File: src/rtl/mem_arbiter_if.sv
// Signal bundle between the arbiter, the IF/MEM requesters and the shared memory port.
// The arbiter uses the slave modport; the requesters and memory together use master.
interface mem_arbiter_if;
    logic        if_req_i;
    logic [63:0] if_addr_i;
    logic        if_valid_o;
    logic [63:0] if_rdata_o;

    logic        mem_req_i;
    logic        mem_we_i;
    logic [63:0] mem_addr_i;
    logic [63:0] mem_wdata_i;
    logic [7:0]  mem_wmask_i;
    logic        mem_valid_o;
    logic [63:0] mem_rdata_o;

    logic        err_o;

    logic        bus_req_o;
    logic        bus_we_o;
    logic [63:0] bus_addr_o;
    logic [63:0] bus_wdata_o;
    logic [7:0]  bus_wmask_o;
    logic        bus_ack_i;
    logic [63:0] bus_rdata_i;

    modport slave (
        input  if_req_i, if_addr_i,
        input  mem_req_i, mem_we_i, mem_addr_i, mem_wdata_i, mem_wmask_i,
        input  bus_ack_i, bus_rdata_i,
        output if_valid_o, if_rdata_o, mem_valid_o, mem_rdata_o, err_o,
        output bus_req_o, bus_we_o, bus_addr_o, bus_wdata_o, bus_wmask_o
    );

    modport master (
        output if_req_i, if_addr_i,
        output mem_req_i, mem_we_i, mem_addr_i, mem_wdata_i, mem_wmask_i,
        output bus_ack_i, bus_rdata_i,
        input  if_valid_o, if_rdata_o, mem_valid_o, mem_rdata_o, err_o,
        input  bus_req_o, bus_we_o, bus_addr_o, bus_wdata_o, bus_wmask_o
    );
endinterface

File: src/rtl/mem_arbiter.sv
// Round-robin arbiter sharing one req/ack memory port between instruction fetch and load/store,
// with an access timeout and pipeline hold flags.
module mem_arbiter #(
    parameter int unsigned TIMEOUT_CYCLES = 255
) (
    input  logic         clk,
    input  logic         rst,
    mem_arbiter_if.slave port,
    output logic [2:0]   stall_flag_o
);

    typedef enum logic [1:0] {IDLE, BUS, RESP} state_t;
    typedef enum logic {OWNER_IF, OWNER_MEM} owner_t;

    localparam logic [7:0] LIMIT = 8'(TIMEOUT_CYCLES);

    state_t      state, state_next;
    owner_t      owner, last_owner;
    logic [7:0]  count;
    logic [7:0]  count_inc;
    logic        timed_out;
    logic        grant, grant_mem, ack_hit, expire;
    logic [63:0] resp_data;

    logic        bus_we;
    logic [63:0] bus_addr, bus_wdata;
    logic [7:0]  bus_wmask;
    logic [63:0] if_rdata, mem_rdata;

    assign count_inc = count + 8'd1;
    assign resp_data = (expire || bus_we) ? 64'd0 : port.bus_rdata_i;

    always_ff @(posedge clk) begin
        if (rst) state <= IDLE;
        else     state <= state_next;
    end

    // An ack is only honoured in BUS, and it beats the timeout when both land in the same cycle.
    always_comb begin
        state_next = state;
        grant      = 1'b0;
        grant_mem  = 1'b0;
        ack_hit    = 1'b0;
        expire     = 1'b0;
        case (state)
            IDLE: begin
                if (port.if_req_i || port.mem_req_i) begin
                    grant      = 1'b1;
                    grant_mem  = port.mem_req_i && (!port.if_req_i || last_owner == OWNER_IF);
                    state_next = BUS;
                end
            end
            BUS: begin
                if (port.bus_ack_i) begin
                    ack_hit    = 1'b1;
                    state_next = RESP;
                end else if (count_inc == LIMIT) begin
                    expire     = 1'b1;
                    state_next = RESP;
                end
            end
            RESP:    state_next = IDLE;
            default: state_next = IDLE;
        endcase
    end

    always_ff @(posedge clk) begin
        if (rst) begin
            owner      <= OWNER_IF;
            last_owner <= OWNER_IF;
            count      <= 8'd0;
            timed_out  <= 1'b0;
            bus_we     <= 1'b0;
            bus_addr   <= 64'd0;
            bus_wdata  <= 64'd0;
            bus_wmask  <= 8'd0;
            if_rdata   <= 64'd0;
            mem_rdata  <= 64'd0;
        end else begin
            if (grant) begin
                count     <= 8'd0;
                timed_out <= 1'b0;
                if (grant_mem) begin
                    owner      <= OWNER_MEM;
                    last_owner <= OWNER_MEM;
                    bus_we     <= port.mem_we_i;
                    bus_addr   <= port.mem_addr_i;
                    bus_wdata  <= port.mem_wdata_i;
                    bus_wmask  <= port.mem_wmask_i;
                end else begin
                    owner      <= OWNER_IF;
                    last_owner <= OWNER_IF;
                    bus_we     <= 1'b0;
                    bus_addr   <= port.if_addr_i;
                    bus_wdata  <= 64'd0;
                    bus_wmask  <= 8'd0;
                end
            end
            if (state == BUS && !ack_hit && !expire) count <= count_inc;
            if (expire) timed_out <= 1'b1;
            // Read data lands in the owner's holding register so it stays valid after the pulse.
            if (ack_hit || expire) begin
                if (owner == OWNER_MEM) mem_rdata <= resp_data;
                else                    if_rdata  <= resp_data;
            end
        end
    end

    assign port.bus_req_o   = (state == BUS);
    assign port.bus_we_o    = bus_we;
    assign port.bus_addr_o  = bus_addr;
    assign port.bus_wdata_o = bus_wdata;
    assign port.bus_wmask_o = bus_wmask;

    assign port.if_valid_o  = (state == RESP) && (owner == OWNER_IF);
    assign port.mem_valid_o = (state == RESP) && (owner == OWNER_MEM);
    assign port.err_o       = (state == RESP) && timed_out;
    assign port.if_rdata_o  = if_rdata;
    assign port.mem_rdata_o = mem_rdata;

    assign stall_flag_o = {port.mem_req_i & ~port.mem_valid_o, 1'b0, port.if_req_i & ~port.if_valid_o};

endmodule
File: src/flat_wrapper.sv
// flat-port wrapper written by rule: the top's interface ports become plain ports
module mem_arbiter_flat 
#(
    parameter int unsigned TIMEOUT_CYCLES = 255
)
  (clk, rst, stall_flag_o, port_if_req_i, port_if_addr_i, port_mem_req_i, port_mem_we_i, port_mem_addr_i, port_mem_wdata_i, port_mem_wmask_i, port_bus_ack_i, port_bus_rdata_i, port_if_valid_o, port_if_rdata_o, port_mem_valid_o, port_mem_rdata_o, port_err_o, port_bus_req_o, port_bus_we_o, port_bus_addr_o, port_bus_wdata_o, port_bus_wmask_o);
  mem_arbiter_if port_i ();
  input  logic clk;
  input  logic rst;
  output logic [2:0] stall_flag_o;
  input wire logic [$bits(port_i.if_req_i)-1:0] port_if_req_i;
  input wire logic [$bits(port_i.if_addr_i)-1:0] port_if_addr_i;
  input wire logic [$bits(port_i.mem_req_i)-1:0] port_mem_req_i;
  input wire logic [$bits(port_i.mem_we_i)-1:0] port_mem_we_i;
  input wire logic [$bits(port_i.mem_addr_i)-1:0] port_mem_addr_i;
  input wire logic [$bits(port_i.mem_wdata_i)-1:0] port_mem_wdata_i;
  input wire logic [$bits(port_i.mem_wmask_i)-1:0] port_mem_wmask_i;
  input wire logic [$bits(port_i.bus_ack_i)-1:0] port_bus_ack_i;
  input wire logic [$bits(port_i.bus_rdata_i)-1:0] port_bus_rdata_i;
  output wire logic [$bits(port_i.if_valid_o)-1:0] port_if_valid_o;
  output wire logic [$bits(port_i.if_rdata_o)-1:0] port_if_rdata_o;
  output wire logic [$bits(port_i.mem_valid_o)-1:0] port_mem_valid_o;
  output wire logic [$bits(port_i.mem_rdata_o)-1:0] port_mem_rdata_o;
  output wire logic [$bits(port_i.err_o)-1:0] port_err_o;
  output wire logic [$bits(port_i.bus_req_o)-1:0] port_bus_req_o;
  output wire logic [$bits(port_i.bus_we_o)-1:0] port_bus_we_o;
  output wire logic [$bits(port_i.bus_addr_o)-1:0] port_bus_addr_o;
  output wire logic [$bits(port_i.bus_wdata_o)-1:0] port_bus_wdata_o;
  output wire logic [$bits(port_i.bus_wmask_o)-1:0] port_bus_wmask_o;
  assign port_i.if_req_i = port_if_req_i;
  assign port_i.if_addr_i = port_if_addr_i;
  assign port_i.mem_req_i = port_mem_req_i;
  assign port_i.mem_we_i = port_mem_we_i;
  assign port_i.mem_addr_i = port_mem_addr_i;
  assign port_i.mem_wdata_i = port_mem_wdata_i;
  assign port_i.mem_wmask_i = port_mem_wmask_i;
  assign port_i.bus_ack_i = port_bus_ack_i;
  assign port_i.bus_rdata_i = port_bus_rdata_i;
  assign port_if_valid_o = port_i.if_valid_o;
  assign port_if_rdata_o = port_i.if_rdata_o;
  assign port_mem_valid_o = port_i.mem_valid_o;
  assign port_mem_rdata_o = port_i.mem_rdata_o;
  assign port_err_o = port_i.err_o;
  assign port_bus_req_o = port_i.bus_req_o;
  assign port_bus_we_o = port_i.bus_we_o;
  assign port_bus_addr_o = port_i.bus_addr_o;
  assign port_bus_wdata_o = port_i.bus_wdata_o;
  assign port_bus_wmask_o = port_i.bus_wmask_o;
  mem_arbiter #(.TIMEOUT_CYCLES(TIMEOUT_CYCLES)) u_core (.clk(clk), .rst(rst), .port(port_i), .stall_flag_o(stall_flag_o));
endmodule
File: config.mk
export PLATFORM = sky130hd
export DESIGN_NAME = mem_arbiter_flat
export DESIGN_NICKNAME = d
export VERILOG_FILES = /design/src/rtl/mem_arbiter_if.sv /design/src/rtl/mem_arbiter.sv /design/src/flat_wrapper.sv
export SDC_FILE = /design/constraint.sdc
export NUM_CORES = 1
export LEC_CHECK = 0
export ABC_AREA = 1
export BUFFER_PORTS_ARGS = -buffer_cell sky130_fd_sc_hd__buf_2
export CAP_MARGIN = 20
export CELL_PAD_IN_SITES_DETAIL_PLACEMENT = 1
export CELL_PAD_IN_SITES_GLOBAL_PLACEMENT = 1
export CORE_AREA = 8 8 205 207
export DETAILED_ROUTE_END_ITERATION = 7
export DIE_AREA = 0 0 213 215
export PLACE_DENSITY = 0.75
export SLEW_MARGIN = 0
export SYNTH_ARGS = -nofsm -noshare
export SYNTH_HDL_FRONTEND = slang
export SYNTH_SLANG_ARGS = --single-unit
File: constraint.sdc
create_clock -name clk -period 3.2 [get_ports clk]
set_input_delay 0.16 -clock clk [delete_from_list [all_inputs] [get_ports clk]]
set_output_delay 0.16 -clock clk [all_outputs]
set_load 0.02 [all_outputs]
; Word level (Yosys, flattened, before mapping)
; Cells that the tools add are included.
[word_totals]
inputBits = 270
ff_bits = 277
elab_cells = 63
[classes]
bitwise_logic = 5
addsub = 1
eq_ne = 5
muxes = 23
reduce_logical = 19
[op_table]
columns = op, count
row1 = $mux 64, 3
row2 = $mux 8, 3
row3 = $mux 1, 13
row4 = $add 8x1->8 const B, 1
row5 = $eq 8x8->1 const B, 1
row6 = $logic_and 1x1->1, 6
row7 = $mux 2, 3
row8 = $reduce_and 2->1, 3
row9 = $logic_or 1x1->1, 4
row10 = $pmux 2 s2, 1
row11 = $reduce_bool 2->1, 2
row12 = $logic_not 1->1, 3
row13 = $ne 3x2->1 const B, 1
row14 = $not 1->1, 3
row15 = $and 1x1->1, 2
row16 = $eq 2x1->1 const B, 1
row17 = $eq 2x2->1 const B, 1
row18 = $logic_not 2->1, 1
row19 = $ne 2x1->1 const B, 1

; Depth between registers and ports, before layout
[depth]
ltp_word = 8
depth_mapped = 15

; Least setup slack after synthesis
; No wires, ideal clock.
[synth_timing]
path_type = reg2reg
startpoint = register u_core.count[0]
endpoint = register u_core.mem_rdata[28], in the netlist u_core.port.mem_rdata_o[28]
stages_incl_launch_ff = 13
n_path_buf = 1
arrival_time_ns = 1.838
path_slack_ns = 1.250
required_time_ns = 3.089
path_cell_list = dfxtp_1 ha_1 nand3_1 o21bai_1 nand2_1 nor2_2 nand2_2 nand2_4 nand2_2 nor2_1 buf_2 and2_1 nor2_1
[synth_via]
elab_chain_cells = 7
elab_cells_between_ends = 9
[synth_lines]
columns = element, line
row1 = "start, declared", mem_arbiter.sv:19  ; logic [7:0] count;
row2 = "start signal, assigned", mem_arbiter.sv:99  ; if (state == BUS && !ack_hit && !expire) count <= count_inc;
row3 = $add 8x1->8 *, mem_arbiter.sv:30  ; assign count_inc = count + 8'd1;
row4 = $eq 8x8->1 *, mem_arbiter.sv:57  ; end else if (count_inc == LIMIT) begin
row5 = $mux 1 *, mem_arbiter.sv:57
row6 = $mux 1 *, mem_arbiter.sv:54  ; if (port.bus_ack_i) begin
row7 = $mux 1 *, mem_arbiter.sv:45  ; case (state)
row8 = $logic_or 1x1->1 (on tied branches), "mem_arbiter.sv:31, mem_arbiter.sv:102"
row9 = $mux 64 or $reduce_and 2->1 (tied branches), n/a
row10 = "end signal, assigned", mem_arbiter.sv:103  ; if (owner == OWNER_MEM) mem_rdata <= resp_data;
row11 = "end, declared", mem_arbiter.sv:28  ; logic [63:0] if_rdata, mem_rdata;
; Every way passes the cells marked *; elsewhere a longest branch is shown, timed or not.
; A chain may end at the register's enable or synchronous reset.

==> flow_metrics.py <==
metrics = {
    "cells_and_area": {
        "seqCellArea_mm2": 0.005545,
        "post-route-util_pct": 47.22,
        "num-nets-final": 2698,
        "fillers": 4942,
        "multi_input_area_mm2": 0.004661,
        "syn2layout_area_growth_pct": 60.22,
        "drive_gt1_share_pct": 25.74,
        "fin_area_mm2": 0.01842,
    },
    "global_routing": {
        "grt-ovfl-total": 0,
        "grt_max_degree": 120,
        "grt_pass1_vias": 16088,
        "track_usage_pct": 26.82,
        "grt_pass1_wl_mm": 94.90,
        "antenna_found_initial": 32,
    },
    "worst_setup_path": {
        "r2r_cells": 10,
        "r2r_slack_ns": 0.44,
        "critPathKind": "reg -> reg",
        "path_cells": "nand2_1 > nand2_2 > nor3_2 > buf_4 > inv_1 > nand2_1 > nand3_1 > dlygate4sd3_1 > o211ai_1 > inv_1",
        "rr_endpoint": "u_core.port.bus_addr_o[60]",
        "worstPathArrival_ns": 3.18,
        "critPathCaptureType": "flop",
        "critPathSlowestCell": "buf_4",
        "crit_fanout": 61,
        "critPathRequiredTime_ns": 3.62,
        "slowest_delay_ns": 0.62,
        "critPathLaunchType": "flop",
        "r2r-start": "u_core.owner",
    },
    "routing": {
        "wl_mm": 64.43,
        "drtIter0Drc": 667,
        "drc": 0,
        "routedWlPerCell_um": 21.43,
        "drtAntennaViolNets": 0,
        "vias_per_cell": 4.843,
        "vias": 14558,
        "drt_pre_antenna_iters": 5,
    },
    "worst_hold_path": {
        "whs_path_depth": 5,
        "whs_endpoint": "u_core.port.mem_rdata_o[53]",
        "min_path_type": "in -> reg",
        "hp-start": "port_bus_rdata_i[53]",
    },
    "yosys": {
        "ys_seq_area_share_pct": 48.25,
        "avgSynthCellArea_um2": 6.862,
        "yosys_warnings": 0,
        "netlist-cell-type-count": 28,
        "synth_nets": 1947,
        "syn_inst": 1675,
        "synth.cell_area_mm2": 0.01149,
        "synth-seq-cells": 277,
    },
    "cts": {
        "cts_setup_buffers": 0,
        "cts_tree": "built",
        "htreeDepth": 2,
        "clock_sinks": 277,
        "cts_root_buf": "clkbuf_16",
        "cts.reportedPaths.clkPinSlew_ns": 0.06,
        "cts_buffer_depth": 3,
        "clk_latency_ns": 0.56,
        "cts_inserted_buffers": 34,
    },
    "placement": {
        "place_congestion": 0.8331,
        "place_ws_ns": 0.4845,
        "placed_area_mm2": 0.01464,
        "io_buffer_count": 540,
        "dp_hpwl_mm": 39.29,
    },
    "timing": {
        "rsz0062_at_grt": "no",
        "setup_ws_ns": 0.4430,
        "finalSetupViolCount": 0,
        "fin_skew_ns": 0.04120,
        "whs_ns": 0.04583,
        "period_share_pct": 86.16,
        "finalHoldViolCount": 0,
        "setup_tns_ns": 0,
        "timing.fmax_mhz": 362.7,
        "tightest_slew_ns": 1.033,
        "fin_crit_ns": 2.757,
        "max_slew_margin_pct": 31.14,
        "maxSlewViolCount": 0,
    },
    "die": {
        "initial_core_util_pct": 29.47,
        "die_height_um": 215,
        "core_area_mm2": 0.03900,
        "io_pins": 542,
        "rows": 73,
        "die_w_um": 213,
        "dieArea_mm2": 0.04580,
    },
    "power": {
        "powerDensity_mw_per_mm2": 531.2,
        "ir_drop_v": 0.0003704,
        "p_leak_nw": 9.415,
    },
    "run": {
        "drv_cap": 0,
    },
    "run_status": {
        "status": "complete, no violations",
    },
}
-- cell usage in the layout (no fill, tap or decap) --
| cell type | instances |
|---|---|
| buf_2 | 540 |
| nand2_1 | 461 |
| dfxtp_1 | 277 |
| nor2_1 | 270 |
| dlygate4sd3_1 | 261 |
| inv_1 | 210 |
| a21oi_1 | 146 |
| o21ai_0 | 65 |
| o22ai_1 | 63 |
| clkbuf_16 | 34 |
| diode_2 | 33 |
| nand3_1 | 27 |
| and2_1 | 17 |
| buf_4 | 15 |
| clkbuf_8 | 8 |
| buf_12 | 8 |
| clkbuf_1 | 7 |
| clkinv_2 | 6 |
| nand4_1 | 6 |
| nand2_2 | 4 |
| inv_6 | 3 |
| nor2_2 | 3 |
| o21bai_1 | 2 |
| nand3_4 | 2 |
| ha_1 | 2 |
| inv_2 | 1 |
| nor3_2 | 1 |
| o21ai_4 | 1 |
| o211ai_1 | 1 |
| nor3_1 | 1 |
| xnor2_1 | 1 |
| or2_2 | 1 |
| nand2_4 | 1 |
| conb_1 | 1 |
| clkinv_8 | 1 |
| bufinv_16 | 1 |
-- Yosys cell counts --
master    count  area (µm²)
a21oi_1     146       730.7
and2_1       17       106.4
buf_1         2       7.510
buf_2        30       150.1
buf_4         2       15.01
buf_6         8       90.09
clkbuf_1     67       251.5
conb_1        1       3.750
dfxtp_1     277        5545
ha_1          2       25.02
inv_1       212       795.8
inv_2         1       3.750
nand2_1     463        1738
nand2_2       2       12.51
nand2_4       1       11.26
nand3_1      27       135.1
nand3_4       2       35.03
nand4_1       6       37.54
nor2_1      272        1021
nor2_2        1       6.260
nor3_1        2       10.01
o211ai_1      1       7.510
o21ai_0      65       325.3
o21ai_1       1       5.000
o21bai_1      2       15.01
o22ai_1      63       394.1
or2_2         1       6.260
xnor2_1       1       8.760
-- stage by stage --
step	instances	power [mW]
global route	3004	10.16
finish	3006	9.782
global placement	2654	5.516
detailed placement	2654	5.562
floorplan	1675	4.842
CTS	2973	9.702
-- registers in the layout (all words and copies together), names as in the netlist --
| name | count |
|---|---|
| u_core.timed_out | 1 |
| u_core.port.mem_rdata_o | 64 |
| u_core.port.bus_wmask_o | 8 |
| u_core.port.bus_we_o | 1 |
| u_core.owner | 1 |
| u_core.state | 2 |
| u_core.port.bus_wdata_o | 64 |
| u_core.count | 8 |
| u_core.port.if_rdata_o | 64 |
| u_core.port.bus_addr_o | 64 |
-- area by class of cell --
class                   instances  share of cell area, %
multi-input cells            1076                  25.31
repair buffers                824                  30.34
clock inverters                 9                 0.4824
diodes                         33                 0.4484
clock buffers                  49                  5.361
flip-flops and latches        277                  30.11
well taps                     525                  3.567
inverters                     213                  4.376
-- layer usage --
layer  vias to the layer above  GRT usage, %  routed length [µm]
met5                         -             0                  16
li1                       6684             -                   -
met1                      6868         26.41               22590
met2                       730         45.58               30490
met4                         2         20.16                5226
met3                       274         9.649                6105
-- power breakdown --
part / internal [mW] / total (mW) / leakage (nW) / switching, mW
clock network: 2.23 / 3.83 / 0.535 / 1.61
logic: 0.811 / 2.09 / 6.61 / 1.28
registers: 3.69 / 3.85 / 2.27 / 0.161
total: 6.73 / 9.78 / 9.42 / 3.05
-- worst max path at each step --
stage / start / end / depth (start not counted)
detailed placement: u_core.count[0] / u_core.port.mem_rdata_o[2] / 12
global route: u_core.count[0] / u_core.port.mem_rdata_o[45] / 12
global placement: u_core.count[0] / u_core.port.mem_rdata_o[43] / 12
CTS: u_core.count[0] / u_core.port.mem_rdata_o[45] / 12
finish: u_core.owner / u_core.port.bus_addr_o[60] / 10
floorplan: u_core.count[0] / u_core.port.mem_rdata_o[28] / 12
-- worst max-delay path: cells and delay by family, from the launching register on --
family,cells,cell delay (ns)
buf+inv,4,1.50
simple gates,5,0.59
flops,1,0.41
compound gates,1,0.11
-- logic make-up after synthesis --
| family | count (synthesis) | share of synthesized area, % |
|---|---|---|
| other cells | 1 | 0.03263 |
| simple gates | 794 | 27.14 |
| fa+ha+maj | 2 | 0.2177 |
| flops | 277 | 48.25 |
| compound gates | 278 | 12.86 |
| xor+xnor | 1 | 0.07622 |
| buf+inv | 322 | 11.43 |
-- what timing repair did --
action	CTS	global route
resized for setup	0	0
endpoints found under the hold margin	247	0
hold buffers	261	0
Note: power is estimated with default switching activity, not from simulation.
